### config.mk
export PLATFORM = sky130hd
export DESIGN_NAME = fpnew_sdotp_result_packer
export DESIGN_NICKNAME = d
export VERILOG_FILES = /design/src/rtl/fpnew_sdotp_result_packer.sv
export SDC_FILE = /design/constraint.sdc
export NUM_CORES = 1
export LEC_CHECK = 0
export ABC_AREA = 1
export CORE_UTILIZATION = 25
export DETAILED_ROUTE_END_ITERATION = 12
export DONT_BUFFER_PORTS = 1
export PLACE_DENSITY = 0.42
export SLEW_MARGIN = 40
export SYNTH_ARGS = -nofsm -noshare
export SYNTH_HDL_FRONTEND = slang
export SYNTH_SLANG_ARGS = --single-unit
### constraint.sdc
create_clock -name clk_i -period 4.4 [get_ports clk_i]
set_clock_uncertainty 0.05 [all_clocks]
set_input_delay 0.44 -clock clk_i [delete_from_list [all_inputs] [get_ports clk_i]]
set_output_delay 0.44 -clock clk_i [all_outputs]
set_load 0.1 [all_outputs]
### src/rtl/fpnew_sdotp_result_packer.sv
// Collects narrow sdotp results into lane-width words, NaN-boxing unfilled
// upper slots and merging status/extension flags across each group.
module fpnew_sdotp_result_packer #(
   parameter int unsigned LaneWidth = 64,
   parameter int unsigned ResWidth  = 32,
   parameter int unsigned TagWidth  = 1
) (
   input  logic                 clk_i,
   input  logic                 rst_i,
   input  logic                 in_valid_i,
   output logic                 in_ready_o,
   input  logic [ResWidth-1:0]  result_i,
   input  logic [4:0]           status_i,
   input  logic                 ext_bit_i,
   input  logic                 last_i,
   input  logic [TagWidth-1:0]  tag_i,
   input  logic                 flush_i,
   output logic                 out_valid_o,
   input  logic                 out_ready_i,
   output logic [LaneWidth-1:0] result_o,
   output logic [4:0]           status_o,
   output logic                 extension_bit_o,
   output logic [TagWidth-1:0]  tag_o,
   output logic                 busy_o
);

   localparam int unsigned NumSlots = LaneWidth / ResWidth;
   localparam int unsigned CntWidth = (NumSlots > 1) ? $clog2(NumSlots) : 1;
   localparam logic [CntWidth-1:0] LastSlot = CntWidth'(NumSlots - 1);

   logic [LaneWidth-1:0] asm_data;
   logic [CntWidth-1:0]  cnt;
   logic [4:0]           acc_status;
   logic                 acc_ext;
   logic [TagWidth-1:0]  acc_tag;

   logic                 accept;
   logic                 close;
   logic                 first;
   logic [LaneWidth-1:0] pack_word;
   logic [4:0]           pack_status;
   logic                 pack_ext;
   logic [TagWidth-1:0]  pack_tag;

   // Handshake and status are derived from registered state only (plus out_ready_i).
   assign in_ready_o = !out_valid_o || out_ready_i;
   assign busy_o     = (cnt != '0) || out_valid_o;

   assign accept = in_valid_i && in_ready_o && !flush_i;
   assign close  = accept && (last_i || (cnt == LastSlot));
   assign first  = (cnt == '0);

   // Word as it would look if the current beat were written and the group closed here.
   always_comb begin
      pack_word = asm_data;
      for (int unsigned k = 0; k < NumSlots; k++) begin
         if (CntWidth'(k) == cnt) begin
            pack_word[k*ResWidth +: ResWidth] = result_i;
         end else if (CntWidth'(k) > cnt) begin
            pack_word[k*ResWidth +: ResWidth] = '1;
         end
      end
      pack_status = first ? status_i  : (acc_status | status_i);
      pack_ext    = first ? ext_bit_i : (acc_ext & ext_bit_i);
      pack_tag    = first ? tag_i     : acc_tag;
   end

   always_ff @(posedge clk_i or posedge rst_i) begin
      if (rst_i) begin
         asm_data        <= '0;
         cnt             <= '0;
         acc_status      <= '0;
         acc_ext         <= 1'b0;
         acc_tag         <= '0;
         out_valid_o     <= 1'b0;
         result_o        <= '0;
         status_o        <= '0;
         extension_bit_o <= 1'b0;
         tag_o           <= '0;
      end else if (flush_i) begin
         cnt         <= '0;
         acc_status  <= '0;
         acc_ext     <= 1'b0;
         out_valid_o <= 1'b0;
      end else begin
         if (accept) begin
            asm_data   <= pack_word;
            acc_status <= pack_status;
            acc_ext    <= pack_ext;
            acc_tag    <= pack_tag;
            cnt        <= close ? '0 : cnt + CntWidth'(1);
         end
         // A close during a drain simply replaces the outgoing word.
         if (close) begin
            out_valid_o     <= 1'b1;
            result_o        <= pack_word;
            status_o        <= pack_status;
            extension_bit_o <= pack_ext;
            tag_o           <= pack_tag;
         end else if (out_valid_o && out_ready_i) begin
            out_valid_o <= 1'b0;
         end
      end
   end

endmodule

==> results of run 1 <==
[cell type report]
type | instances | area [µm²] | area share (%)
Sequential cell | 112 | 2889 | 48.45
Multi-Input combinational cell | 482 | 2066 | 34.64
Timing Repair Buffer | 14 | 203.9 | 3.420
Inverter | 46 | 182.7 | 3.063
Clock inverter | 7 | 52.55 | 0.8812
Tap cell | 275 | 344.1 | 5.770
Clock buffer | 9 | 225.2 | 3.777
[stage by stage]
step / setup WS, ns / utilization (%) / instances / hold WS, ns / power, mW
3_3_place_gp: 0.9947 / 25.72 / 921 / 0.1970 / 2.759
3_5_place_dp: 1.645 / 26.65 / 928 / 0.2063 / 2.830
2_1_floorplan: 0.9510 / - / 687 / 0.3917 / 2.672
5_1_grt: 1.424 / 28.19 / 945 / 0.1294 / 3.779
4_1_cts: 1.635 / 28.01 / 945 / 0.1168 / 3.653
6_report: 1.666 / 28.19 / 945 / 0.1333 / 3.610
[cells in the mapped netlist, drive strengths merged]
master,n,area (µm²)
nand2,398,1520
dfrtp,112,2803
nand4,71,459.2
inv,46,180.2
buf,40,331.6
clkbuf,7,47.54
nand3,6,30.03
o21ai,3,15.01
a21boi,1,7.510
a21oi,1,16.27
nor2,1,11.26
or2,1,6.260
[repair_timing]
item	4_1_cts	5_1_grt
setup endpoints to repair	0	0
hold buffers	1	0
endpoints found under the hold margin	13	0
[flip-flops by register name (all words and copies together), names as in the netlist]
register         count
result_o            64
asm_data            32
acc_status           5
status_o             5
acc_ext              1
acc_tag              1
cnt                  1
extension_bit_o      1
out_valid_o          1
tag_o                1
[worst min-delay path by stage]
stage	start	endpoint	slack, ns	cells past startpoint
2_1_floorplan	asm_data[0]$_DFFE_PP0P_	asm_data[0]$_DFFE_PP0P_	0.39	2
3_3_place_gp	rst_i	result_o[62]$_DFFE_PP0P_	0.20	1
3_5_place_dp	rst_i	acc_status[2]$_DFFE_PP0P_	0.21	1
4_1_cts	flush_i	out_valid_o$_DFFE_PP0P_	0.12	1
5_1_grt	flush_i	out_valid_o$_DFFE_PP0P_	0.13	1
6_report	flush_i	out_valid_o$_DFFE_PP0P_	0.13	1
[power by group through the flow]
stage          Clock, mW  Sequential [mW]  Combinational, mW
6_report           0.799             2.38              0.434
5_1_grt            0.872             2.40              0.503
4_1_cts            0.841             2.37              0.444
3_3_place_gp           0             2.39              0.368
2_1_floorplan          0             2.34              0.327
3_5_place_dp           0             2.39              0.445
[routing by layer]
layer  track usage (%)  up-vias  part of all wire (%)
li1                  -     2118                     -
met1             18.17     2070                    46
met2             22.11      131                    45
met3             4.618       13                   8.0
met4             5.153        0                   1.4
met5                 0        -                     0
[cells by family after synthesis]
kind of cell / count (synthesis) / share of synthesized area [%]
buffers and inverters: 93 / 10.30
AO/OA/AOI/OAI: 5 / 0.7147
flip-flops: 112 / 51.64
AND/OR/NAND/NOR: 477 / 37.34
==> flow_summary.json, run 1 <==
{
  "status": "finished clean",
  "p_clk_share_pct": 22.1,
  "post-cts-setup-buffer-count": 0,
  "crit_fanout": 33,
  "die_area_mm2": 0.02230,
  "cts_resized": 0,
  "grt_usage_pct": 14.18,
  "htreeDepth": 3,
  "worst_pin_slew_ns": 0.8949,
  "reg2reg_depth": 7,
  "dp_hpwl_um": 9955,
  "rsz0062_at_grt": "false",
  "timing.critical_path.buf_inv": 2,
  "io_pins": 119,
  "layout_commonest_cell": "nand2_1",
  "first_iter_violations": 190,
  "core_mm2": 0.02115,
  "clk_pin_slew_ns": 0.08,
  "stdcell_area_mm2": 0.005963,
  "crit_end": "asm_data[3]$_DFFE_PP0P_",
  "start_util_pct": 25.66,
  "cts-root-buf": "clkbuf_16",
  "drv_cap": 0,
  "place_area_mm2": 0.005638,
  "cts_tree": "done",
  "drc": 0,
  "overflow": 0,
  "p_leak_nw": 3.057,
  "die_x_um": 149.3,
  "seq_power_share_pct": 65.8,
  "crit_path_end_kind": "flop",
  "final_nets": 710,
  "fin_crit_ns": 2.734,
  "worstSetupPathType": "flop to flop",
  "first_pass_iters": 4,
  "syn_nets": 732,
  "vias_per_cell": 4.584,
  "cp_top_family": "simple AND/OR/NAND/NOR gates",
  "setup_violations": 0,
  "synth.yosys.seq_area_share_pct": 51.64,
  "switching_share_pct": 51.24,
  "routed_wirelength_um": 15120,
  "cts_buffers": 9,
  "critPathMaxStageDelay_ns": 0.63,
  "drv_slew": 0,
  "routabilityCongestion": 0.7734,
  "combinationalPowerShare_pct": 12.0,
  "grt_max_degree": 77,
  "min_path_type": "primary input to flop",
  "min_period_over_period_pct": 62.13,
  "wl_per_cell_um": 16.00,
  "final.setup.tns_ns": 0,
  "crit_start": "out_valid_o$_DFFE_PP0P_",
  "antenna_left": 0,
  "r2r-start": "out_valid_o$_DFFE_PP0P_",
  "num_rows": 53,
  "layout_common_cells": "nand2_1, nand4_1, dfrtp_2",
  "num_vias": 4332,
  "startpoint_type": "flop",
  "layout-drive-gt1-share_pct": 16.12,
  "syn_area_mm2": 0.005428,
  "crit_top_cell": "nand2_1",
  "cpMaxStageDelayCell": "dfrtp_2",
  "die_y_um": 149.3,
  "max_slew_margin_pct": 40.34,
  "grt_pass1_vias": 4520,
  "crit_cells": 7,
  "finalHoldViolCount": 0,
  "cp_data_arrival_time_ns": 2.94,
  "fmaxAchievable_mhz": 365.8,
  "antenna_cells": 0,
  "clk_latency_ns": 0.36,
  "worstReg2RegEnd": "asm_data[3]$_DFFE_PP0P_",
  "ys_types": 22,
  "syn_to_final_growth_pct": 9.866,
  "grt_pass1_wl_um": 24430,
  "syn_inst": 687,
  "antenna_found_initial": 0,
  "powerDensity_mw_per_mm2": 605.4,
  "cts_sinks": 112,
  "p_sw_mw": 1.850,
  "ys_warn_count": 0,
  "ir_worst_vdd_v": 0.0002276,
  "crit_chain": "nand2_2 > nand2_4 > nor2_4 > buf_16 > inv_2 > nand2_1 > nand2_1",
  "cp.required_ns": 4.60,
  "clock_path_buffers": 2,
  "fill_cells": 2301,
  "syn_area_per_cell_um2": 7.901,
  "p_int_mw": 1.760,
  "synth_seq_cells": 112,
  "r2r_slack_ns": 1.67,
  "io_buffers": 0
}
(Power assumes the default switching activity.)
==> run 2, diff against run 1 <==
clock period = 2.7 ns   (was 4.4 ns; I/O delays follow)
==> flow_summary.json, run 2 (synthesis gave the netlist of run 1 again) <==
{
  "die_area_mm2": 0.02230,
  "grt_use_met2_pct": 23.15,
  "post-cts-setup-buffer-count": 0,
  "die_x_um": 149.3,
  "die_y_um": 149.3,
  "antenna_left": 0,
  "core_mm2": 0.02115,
  "finalHoldViolCount": 0,
  "startpoint_type": "flop",
  "cp_top_family": "buffers and inverters",
  "htreeDepth": 3,
  "grt_use_met3_pct": 5.963,
  "worstReg2RegEnd": "asm_data[12]$_DFFE_PP0P_",
  "crit_end": "busy_o",
  "clk_pin_slew_ns": 0.09,
  "start_util_pct": 25.66,
  "fmaxAchievable_mhz": 443.2,
  "rsz0062_at_grt": "false",
  "grt_pass1_wl_um": 24360,
  "ir_worst_vdd_v": 0.0004135,
  "timing.critical_path.buf_inv": 2,
  "first_iter_violations": 282,
  "min_path_type": "primary input to flop",
  "drv_slew": 0,
  "busiest_layer": "met2",
  "setup_violations": 0,
  "powerDensity_mw_per_mm2": 984.9,
  "antenna_cells": 0,
  "clock_path_buffers": 2,
  "r2r_slack_ns": 0.86,
  "dp_hpwl_um": 9239,
  "cts-root-buf": "clkbuf_16",
  "post-route-util_pct": 28.08,
  "grt_max_degree": 113,
  "num_vias": 4376,
  "cts_buffers": 9,
  "placed_cells": 926,
  "layout_commonest_cell": "nand2_1",
  "critPathMaxStageDelay_ns": 0.49,
  "io_buffers": 0,
  "routabilityCongestion": 0.7780,
  "antenna_found_initial": 0,
  "first_pass_iters": 4,
  "io_pins": 119,
  "hold_ws_ns": 0.09277,
  "drc": 0,
  "p_leak_nw": 3.039,
  "fill_cells": 2263,
  "top_register": "result_o",
  "grt_usage_pct": 14.24,
  "layout_common_cells": "nand2_1, dfrtp_2, nand4_1",
  "cp_data_arrival_time_ns": 1.94,
  "worst_pin_slew_ns": 0.8299,
  "drv_cap": 0,
  "largest_reg_flops": 64,
  "grt_pass1_vias": 4536,
  "status": "finished clean",
  "crit_start": "cnt$_DFFE_PP0P_",
  "clk_latency_ns": 0.35,
  "cts_sinks": 112,
  "routed_wirelength_um": 15170,
  "fin_crit_ns": 2.256,
  "cp.required_ns": 2.38,
  "r2r-start": "out_valid_o$_DFFE_PP0P_",
  "min_period_over_period_pct": 83.57,
  "layout-drive-gt1-share_pct": 16.57,
  "overflow": 0,
  "cpMaxStageDelayCell": "or2_2",
  "crit_chain": "buf_4 > buf_12 > or2_2",
  "cts_tree": "done",
  "met1_usage_pct": 17.31,
  "reg_top3": "result_o: 64 flops, asm_data: 32 flops",
  "max_slew_margin_pct": 44.67,
  "syn_to_final_growth_pct": 9.451,
  "vias_per_cell": 4.631,
  "hold_start": "result_i[16]",
  "wl_per_cell_um": 16.06,
  "crit_cells": 3,
  "final_nets": 710,
  "final.setup.tns_ns": 0,
  "crit_path_end_kind": "primary output",
  "instances_no_fill": 945,
  "crit_fanout": 37,
  "reg2reg_depth": 6,
  "worstSetupPathType": "flop to primary output",
  "num_rows": 53
}
==> run 2: changes by cell type in the layout (fill, tap and decap cells not counted), moves of 2 or more <==
cell	before	now
dfrtp_1	43	41
dfrtp_2	69	71
buf_16	5	0
clkinvlp_4	1	3
buf_1	2	0
buf_12	0	5
==> run 2: what timing repair did <==
action | 4_1_cts | 5_1_grt
hold endpoints to repair | 113 | 0
hold buffers | 2 | 0
gates resized for setup | 0 | 0
==> run 2: metal layers <==
metal,wire (µm),vias up
li1,-,2111
met1,6680,2131
met2,7000,125
met3,1352,9
met4,140,0
met5,0,-
==> run 2: report_power, final <==
part           switching, mW  internal, mW
Clock                  0.668         0.638
Combinational          0.457         0.204
Sequential              1.88          2.00
==> run 2: tightest hold or removal path, cell delays in order <==
cell and delay (ns):
inv_1 0.03, nand2_1 0.04, nand4_1 0.07, nand2_1 0.05
==> run 2: how the worst min path moves through the flow <==
stage | end | slack (ns) | cells past startpoint
6_report | result_o[48]$_DFFE_PP0P_ | 0.09 | 4
5_1_grt | acc_status[1]$_DFFE_PP0P_ | 0.09 | 4
4_1_cts | result_o[48]$_DFFE_PP0P_ | 0.07 | 4
3_5_place_dp | result_o[53]$_DFFE_PP0P_ | 0.32 | 2
3_3_place_gp | result_o[57]$_DFFE_PP0P_ | 0.32 | 2
2_1_floorplan | out_valid_o$_DFFE_PP0P_ | 0.33 | 1
==> run 2: final cells by class <==
class	count	area [µm²]	area share, %
repair buffers	14	176.4	2.970
clock inverters	7	53.80	0.9056
clock buffers	9	225.2	3.791
multi-input cells	482	2066	34.77
well taps	275	344.1	5.792
inverters	46	183.9	3.096
flip-flops and latches	112	2892	48.67
==> run 2: per-stage QoR <==
stage | power, mW | setup slack [ns] | area, µm²
after floorplan | 4.355 | 0.2957 | 5431
after global placement | 4.507 | 0.6776 | 5490
after detailed placement | 4.565 | 0.7001 | 5577
after CTS | 5.904 | 0.2946 | 5876
after global routing | 6.124 | 0.3305 | 5941
final | 5.851 | 0.4437 | 5941
